$ cat config.mk
export PLATFORM = sky130hd
export DESIGN_NAME = countdown_timer_nbit
export DESIGN_NICKNAME = d
export VERILOG_FILES = /design/src/rtl/countdown_timer_nbit_pkg.sv /design/src/rtl/countdown_timer_nbit_tick_gen.sv /design/src/rtl/countdown_timer_nbit.sv
export SDC_FILE = /design/constraint.sdc
export NUM_CORES = 1
export LEC_CHECK = 0
export CAP_MARGIN = 10
export CORE_MARGIN = 3
export CORE_UTILIZATION = 50
export CTS_CLUSTER_SIZE = 24
export DETAILED_ROUTE_END_ITERATION = 10
export PLACE_DENSITY = 0.87
export SLEW_MARGIN = 5
export SYNTH_ARGS = -nofsm -noshare
export SYNTH_HDL_FRONTEND = slang
export SYNTH_HIERARCHICAL = 1
export SYNTH_SLANG_ARGS = --single-unit
$ cat constraint.sdc
create_clock -name clk -period 4.34 [get_ports clk]
set_input_delay 1.302 -clock clk [delete_from_list [all_inputs] [get_ports clk]]
set_output_delay 1.302 -clock clk [all_outputs]
set_load 0.01 [all_outputs]
$ cat src/rtl/countdown_timer_nbit_pkg.sv
// Shared types and legal-parameter limits for the countdown timer.
package countdown_timer_nbit_pkg;

  typedef enum logic [1:0] {
    IDLE    = 2'd0,
    RUN     = 2'd1,
    HOLD    = 2'd2,
    EXPIRED = 2'd3
  } timer_state_t;

  localparam int MIN_N        = 2;
  localparam int MIN_PRESCALE = 1;

  // Prescaler register width; a one-cycle prescale still keeps a 1-bit register.
  function automatic int presc_width(input int ps);
    return (ps > 1) ? $clog2(ps) : 1;
  endfunction

endpackage

$ cat src/rtl/countdown_timer_nbit_tick_gen.sv
// Prescaler: asserts tick on the last enabled cycle of every PRESCALE-cycle window.
module countdown_timer_nbit_tick_gen
  import countdown_timer_nbit_pkg::*;
#(
  parameter int PRESCALE = 1
) (
  input  logic clk,
  input  logic rst_n,
  input  logic en_i,
  input  logic clr_i,
  output logic tick_o
);

  localparam int PS = (PRESCALE < MIN_PRESCALE) ? MIN_PRESCALE : PRESCALE;
  localparam int PW = presc_width(PS);
  localparam logic [PW-1:0] LAST = PW'(PS - 1);

  logic [PW-1:0] pre_q;
  logic [PW-1:0] pre_d;

  assign tick_o = en_i && (pre_q == LAST);

  always_comb begin
    pre_d = pre_q;
    if (clr_i) begin
      pre_d = '0;
    end else if (en_i) begin
      pre_d = (pre_q == LAST) ? '0 : pre_q + 1'b1;
    end
  end

  always_ff @(posedge clk or negedge rst_n) begin
    if (!rst_n) begin
      pre_q <= '0;
    end else begin
      pre_q <= pre_d;
    end
  end

endmodule

$ cat src/rtl/countdown_timer_nbit.sv
// Loadable N-bit down-counter with prescaled decrement, done pulse and optional auto-reload.
module countdown_timer_nbit
  import countdown_timer_nbit_pkg::*;
#(
  parameter int N        = 4,
  parameter int PRESCALE = 1
) (
  input  logic         clk,
  input  logic         rst_n,
  input  logic         load_i,
  input  logic [N-1:0] load_value_i,
  input  logic         start_i,
  input  logic         stop_i,
  input  logic         auto_reload_i,
  output logic [N-1:0] count_o,
  output logic         busy_o,
  output logic         done_o
);

  if (N < MIN_N) begin : g_bad_n
    $error("countdown_timer_nbit: N below minimum");
  end

  timer_state_t state_q, state_d;
  logic [N-1:0] count_q, count_d;
  logic [N-1:0] reload_q, reload_d;
  logic         done_q, done_d;
  logic         busy_q, busy_d;
  logic         restart;
  logic         tick_en;
  logic         tick;

  // Stop and load both outrank the tick, so the prescaler must freeze on them too.
  assign tick_en = (state_q == RUN) && !stop_i && !load_i;

  countdown_timer_nbit_tick_gen #(
    .PRESCALE(PRESCALE)
  ) u_tick_gen (
    .clk   (clk),
    .rst_n (rst_n),
    .en_i  (tick_en),
    .clr_i (load_i | restart),
    .tick_o(tick)
  );

  always_comb begin
    state_d  = state_q;
    count_d  = count_q;
    reload_d = reload_q;
    done_d   = 1'b0;
    restart  = 1'b0;

    if (load_i) begin
      count_d  = load_value_i;
      reload_d = load_value_i;
      state_d  = IDLE;
    end else if (stop_i) begin
      if (state_q == RUN) begin
        state_d = HOLD;
      end
    end else if (start_i && (state_q == IDLE || state_q == HOLD) && (count_q != '0)) begin
      state_d = RUN;
    end else if (start_i && (state_q == EXPIRED) && (reload_q != '0)) begin
      count_d = reload_q;
      restart = 1'b1;
      state_d = RUN;
    end else if (tick) begin
      if (count_q > N'(1)) begin
        count_d = count_q - N'(1);
      end else begin
        // Terminal count; also covers a zero count so the value never wraps.
        done_d = 1'b1;
        if (auto_reload_i) begin
          count_d = reload_q;
        end else begin
          count_d = '0;
          state_d = EXPIRED;
        end
      end
    end

    busy_d = (state_d == RUN);
  end

  always_ff @(posedge clk or negedge rst_n) begin
    if (!rst_n) begin
      state_q  <= IDLE;
      count_q  <= '0;
      reload_q <= '0;
      done_q   <= 1'b0;
      busy_q   <= 1'b0;
    end else begin
      state_q  <= state_d;
      count_q  <= count_d;
      reload_q <= reload_d;
      done_q   <= done_d;
      busy_q   <= busy_d;
    end
  end

  assign count_o = count_q;
  assign busy_o  = busy_q;
  assign done_o  = done_q;

endmodule
**After elaboration in Yosys (flattened, before gate mapping)**

Index checks and enable logic that the tools add are counted.

- Word-level logic and storage cells: 61
- Output and inout bits: 6
- Input port bits: 10
- Bits in registers: 13

- Order comparisons: 1
- Muxes and demuxes: 28
- Add/sub/neg operators: 2
- Bitwise gates (word level): 2
- Equal/unequal tests: 6
- Reduce and logical (&&, ||, !) cells: 16

Operators with widths:

| cell | number |
|---|---|
| 4-bit two-way mux | 7 |
| 2-bit two-way mux | 8 |
| 1-bit two-way mux | 13 |
| 4-bit nonzero test | 2 |
| 1-bit logical AND | 7 |
| 2-bit by 1-bit == test with 1-bit output (second input constant) | 2 |
| 2-bit == test (second input constant) | 2 |
| 4-bit by 1-bit greater-than comparator with 1-bit output (second input constant) | 1 |
| 2-bit inequality test (second input constant) | 2 |
| 4-bit by 1-bit subtractor with 4-bit output (second input constant) | 1 |
| 3-bit AND reduction | 1 |
| 3-bit nonzero test | 1 |
| 1-bit logical NOT | 2 |
| 2-bit logical NOT | 1 |
| 2-bit nonzero test | 1 |
| 1-bit adder (second input constant) | 1 |
| 1-bit logical OR | 1 |
| 1-bit NOT | 1 |
| 1-bit OR | 1 |

**Depth between registers and ports, before layout**

- Depth in word-level cells: 10
- Depth in mapped cells: 8
- Depth with buffers taken out: 6

**Hierarchy**

The synthesis kept the hierarchy.

By module, submodules not included:

| module | sequential area each (um2) | instances | area each (um2) | cells an instance |
|---|---|---|---|---|
| countdown_timer_nbit | 300.3 | 1 | 768.2 | 80 |
| countdown_timer_nbit_tick_gen | 0.0 | 1 | 7.5 | 1 |

**Worst setup path after synthesis**

Ideal clock, no wire load.

- Path type: input-to-reg
- From: input port load_i
- To: register busy_q (netlist: busy_o)
- Arrival: 2.886 ns
- Data required time: 4.216 ns
- Cell stages on the path: 8
- Path buffers: 3
- Setup time: 0.124 ns
- Path slack: 1.330 ns
- Cells stage by stage: clkbuf_1 -> clkbuf_1 -> nor4b_1 -> buf_4 -> nand2b_1 -> or4_4 -> a221oi_4 -> nor2b_2

- Longest elaborated chain between the ends: 9

Ends and longest elaborated chain:

| what | line | RTL |
|---|---|---|
| from (decl) | countdown_timer_nbit.sv:10 | `input logic load_i,` |
| 1-bit logical NOT | countdown_timer_nbit.sv:34 | `assign tick_en = (state_q == RUN) && !stop_i && !load_i;` |
| 1-bit logical AND | countdown_timer_nbit.sv:34 |  |
| named net tick_en | countdown_timer_nbit.sv:30 | `logic tick_en;` |
| 1-bit logical AND | countdown_timer_nbit_tick_gen.sv:21 | `assign tick_o = en_i && (pre_q == LAST);` |
| named net tick | countdown_timer_nbit.sv:31 | `logic tick;` |
| 2-bit two-way mux | countdown_timer_nbit.sv:67 | `end else if (tick) begin` |
| 2-bit two-way mux | countdown_timer_nbit.sv:63 | `end else if (start_i && (state_q == EXPIRED) && (reload_q != '0)) begin` |
| 2-bit two-way mux | countdown_timer_nbit.sv:61 | `end else if (start_i && (state_q == IDLE \|\| state_q == HOLD) && (count_q != '0)) begin` |
| 2-bit two-way mux | countdown_timer_nbit.sv:57 | `end else if (stop_i) begin` |
| 2-bit two-way mux | countdown_timer_nbit.sv:53 | `if (load_i) begin` |
| named net state_d[1] | countdown_timer_nbit.sv:24 | `timer_state_t state_q, state_d;` |
| 2-bit by 1-bit == test with 1-bit output | countdown_timer_nbit.sv:82 | `busy_d = (state_d == RUN);` |
| named net busy_d | countdown_timer_nbit.sv:28 | `logic busy_q, busy_d;` |
| to (signal assigned) | countdown_timer_nbit.sv:97 | `busy_q <= busy_d;` |
| to (decl) | countdown_timer_nbit.sv:28 |  |

The timed path passes the listed nets, and every way through them passes these cells.
A chain may end at the register's enable or synchronous reset.

**Worst setup path in the final report**

- From: input port load_i
- To: register busy_q (netlist: busy_o)

- Longest elaborated chain between the ends: 9

Ends and longest elaborated chain:

| what | line |
|---|---|
| 1-bit logical NOT | countdown_timer_nbit.sv:34 |
| 1-bit logical AND | countdown_timer_nbit.sv:34 |
| named net tick_en | countdown_timer_nbit.sv:30 |
| 1-bit logical AND | countdown_timer_nbit_tick_gen.sv:21 |
| 2-bit two-way mux | countdown_timer_nbit.sv:67 |
| 2-bit two-way mux | countdown_timer_nbit.sv:63 |
| 2-bit two-way mux | countdown_timer_nbit.sv:61 |
| 2-bit two-way mux | countdown_timer_nbit.sv:57 |
| 2-bit two-way mux | countdown_timer_nbit.sv:53 |
| named net state_d[1] | countdown_timer_nbit.sv:24 |
| 2-bit by 1-bit == test with 1-bit output | countdown_timer_nbit.sv:82 |
| named net busy_d | countdown_timer_nbit.sv:28 |

The timed path passes the listed nets, and every way through them passes these cells.

==> tab_implementation.tex <==
\begin{tabular}{lr}
\hline
Metric & Value \\
\hline
\multicolumn{2}{l}{\textbf{Floorplan}} \\
\quad Initial Utilization & 0.562 \\
\quad Y dimension of the die & 45.2 um \\
\quad Die X-Extent & 45.2 um \\
\quad Number of cell rows & 13 \\
\quad Number of placed I/O pins & 16 \\
\quad Area of the core region & 1370 um2 \\
\quad Area enclosed by the die boundary & 2040 um2 \\
\multicolumn{2}{l}{\textbf{CTS}} \\
\quad TritonCTS buffer count & 3 \\
\quad Maximum clock path buffer count & 2 \\
\quad CTS H-tree depth & 1 \\
\quad CTS sink cnt & 12 \\
\quad Setup Buffers After CTS & 0 \\
\quad Clock latency of the later-clocked register in the worst-skew pair & 270 ps \\
\quad CTS Root Cell & sky130\_fd\_sc\_hd\_\_clkbuf\_4 \\
\quad TritonCTS clock tree & built \\
\quad Clock input transition at the sequential cells of the worst setup and hold paths & 70 ps \\
\quad Count of hold buffers inserted by post-cts repair & 0 \\
\quad Number of gates given a new drive strength after cts & 0 \\
\multicolumn{2}{l}{\textbf{Critical path}} \\
\quad Buffering stage count on the worst path with inverters included & 2 \\
\quad Slowest CP cell & sky130\_fd\_sc\_hd\_\_nor4b\_1 \\
\quad Critical Path RT & 4490 ps \\
\quad Critical path depth in cells & 7 \\
\quad Worst setup SP type & input pin \\
\quad Worst Setup Path Type & input pin to register \\
\quad Delay of the slowest cell on the worst path & 720 ps \\
\quad Nature of the critical path endpoint & register \\
\quad Worst reg2reg path depth & 5 \\
\quad Critical path fanouts, max & 16 \\
\quad CP cell instances & clkdlybuf4s50\_1 > buf\_4 > nor4b\_1 > nand2b\_1 > or4\_4 > a221oi\_4 > nor2b\_2 \\
\quad Worst path arrival time & 3650 ps \\
\quad Kind of cell with the highest combined delay on the critical path & simple AND/OR/NAND/NOR gates \\
\multicolumn{2}{l}{\textbf{Synthesis}} \\
\quad Syn nets & 92 \\
\quad Warning count from the yosys run & 6 \\
\quad Netlist area before placement & 768 um2 \\
\quad Avg Inst Size Synth & 9.72 um2 \\
\quad Gate count after technology mapping & 79 \\
\multicolumn{2}{l}{\textbf{Drt}} \\
\quad Count of TritonRoute iterations in the first routing pass & 4 \\
\quad Vias per inst & 6.40 \\
\quad Remaining antenna violation count after routing & 0 \\
\quad Routed wire per std cell & 16.0 um \\
\quad Number of vias in the routed layout & 710 \\
\quad Final wirelength & 1780 um \\
\quad DRC violations left & 0 \\
\quad Drt initial violations & 24 \\
\multicolumn{2}{l}{\textbf{GRT}} \\
\quad GRT overflow & 0 \\
\quad Number of antenna violations at the first check in global routing & 0 \\
\quad Number of global-route vias before repair & 655 \\
\quad Global-route wire length before repair & 2840 um \\
\quad Maximum number of pins on one net before global-route repair & 17 \\
\quad Global-route usage over all layers & 0.190 \\
\multicolumn{2}{l}{\textbf{STA}} \\
\quad Total negative slack for setup checks & 0 ps \\
\quad Final critical path time including I/O delays and setup & 3490 ps \\
\quad Fmax & 286 MHz \\
\quad Max-Slew Margin vs Limit & 0.425 \\
\quad RSZ-0062 raised after global routing & no \\
\quad Total count of hold-check failures in the final report & 0 \\
\quad Part of the cycle the worst path needs & 0.805 \\
\quad Final-report max-slew violation count & 0 \\
\quad Post-route clock skew & 8.21 ps \\
\quad Hold Slack & 574 ps \\
\quad Setup-failing EPs final & 0 \\
\quad Transition at the pin with the smallest max-transition slack & 850 ps \\
\multicolumn{2}{l}{\textbf{Pwr}} \\
\quad Cell area power density & 353 nW/um2 \\
\quad LEAKAGE & 0.398 nW \\
\quad Maximum vdd drop & 0.231 mV \\
\quad Design Power & 341 uW \\
\multicolumn{2}{l}{\textbf{Finish}} \\
\quad Layout overhead on the synthesized area & 25.7\% \\
\quad Layout cell share with drive strength beyond 1 & 0.125 \\
\quad Post-layout net count & 110 \\
\quad Final instance area & 966 um2 \\
\quad Finished Core Util & 0.707 \\
\quad Ant. Diodes & 0 \\
\multicolumn{2}{l}{\textbf{Placed design}} \\
\quad GP Congestion & 0.888 \\
\quad Port Buf Inserts & 15 \\
\quad Placed wire-length estimate after detailed placement & 1400 um \\
\quad Placed standard-cell area & 930 um2 \\
\multicolumn{2}{l}{\textbf{Worst hold path}} \\
\quad Cell depth of the worst hold path & 1 \\
\quad Hold crit path type & register to register \\
\multicolumn{2}{l}{\textbf{Job}} \\
\quad Maximum Capacitance Violations & 0 \\
\multicolumn{2}{l}{\textbf{Run status}} \\
\quad Outcome & complete, no violations \\
\hline
\end{tabular}
## worst reg2reg max path: cells and delay by family, from the launching register on
kind	cells	cell delay, ps
flops	1	410
simple gates	4	1480
compound gates	1	300
## path summary, 6_finish.rpt
kind | start | end | slack (ps)
min | reload_q[1]$_DFFE_PN0P_ | reload_q[1]$_DFFE_PN0P_ | 570
max reg2reg | state_q[1]$_DFF_PN0_ | busy_o$_DFF_PN0_ | 2040
min in group asynchronous | rst_n | count_o[2]$_DFFE_PN0P_ | 1360
min reg2reg | reload_q[1]$_DFFE_PN0P_ | reload_q[1]$_DFFE_PN0P_ | 570
max | load_i | busy_o$_DFF_PN0_ | 850
max in group asynchronous | rst_n | state_q[0]$_DFF_PN0_ | 2630
## flip-flops by register name, summed over array words and instances, names as in the netlist
name,count
busy_o,1
count_o,4
state_q,2
reload_q,4
done_o,1
## cell type report
cell class	count	area, um2
Fill cell	109	400
Sequential cell	12	300
Multi-Input combinational cell	57	427
Inverter	7	26.3
Clock buffer	4	36.3
Timing Repair Buffer	16	158
Tap cell	15	18.8
## metrics by stage
step,worst slack (ps),instances
2_1_floorplan,1330,79
3_3_place_gp,877,107
3_5_place_dp,671,107
4_1_cts,957,111
5_1_grt,830,111
6_report,846,111
## routing by layer
layer | vias up | GRT usage | wire [um]
li1 | 331 | - | -
met1 | 343 | 0.246 | 775
met2 | 27 | 0.288 | 820
met3 | 9 | 0.0359 | 123
met4 | 0 | 0.117 | 59
met5 | - | 0 | 0
## where the power goes
group	leakage (nW)	total (mW)	switching [mW]	internal (mW)
sequential	0.152	0.140	0.0153	0.125
combinational	0.224	0.113	0.0578	0.0551
clock	0.0210	0.0880	0.0370	0.0510
## placed cells by master (no fill, tap or decap), drive strengths merged, types with 2 or more instances in the layout
| cell type | n |
|---|---|
| nand2b | 3 |
| o21ai | 7 |
| nor4 | 2 |
| nor2 | 4 |
| clkbuf | 4 |
| mux2 | 2 |
| nor4b | 2 |
| dfrtp | 12 |
| inv | 7 |
| a21oi | 2 |
| o221ai | 4 |
| nand3 | 2 |
| nand2 | 4 |
| a32o | 3 |
| ha | 3 |
| or2 | 3 |
| clkdlybuf4s50 | 15 |
Note: power is estimated with default switching activity, not from simulation.
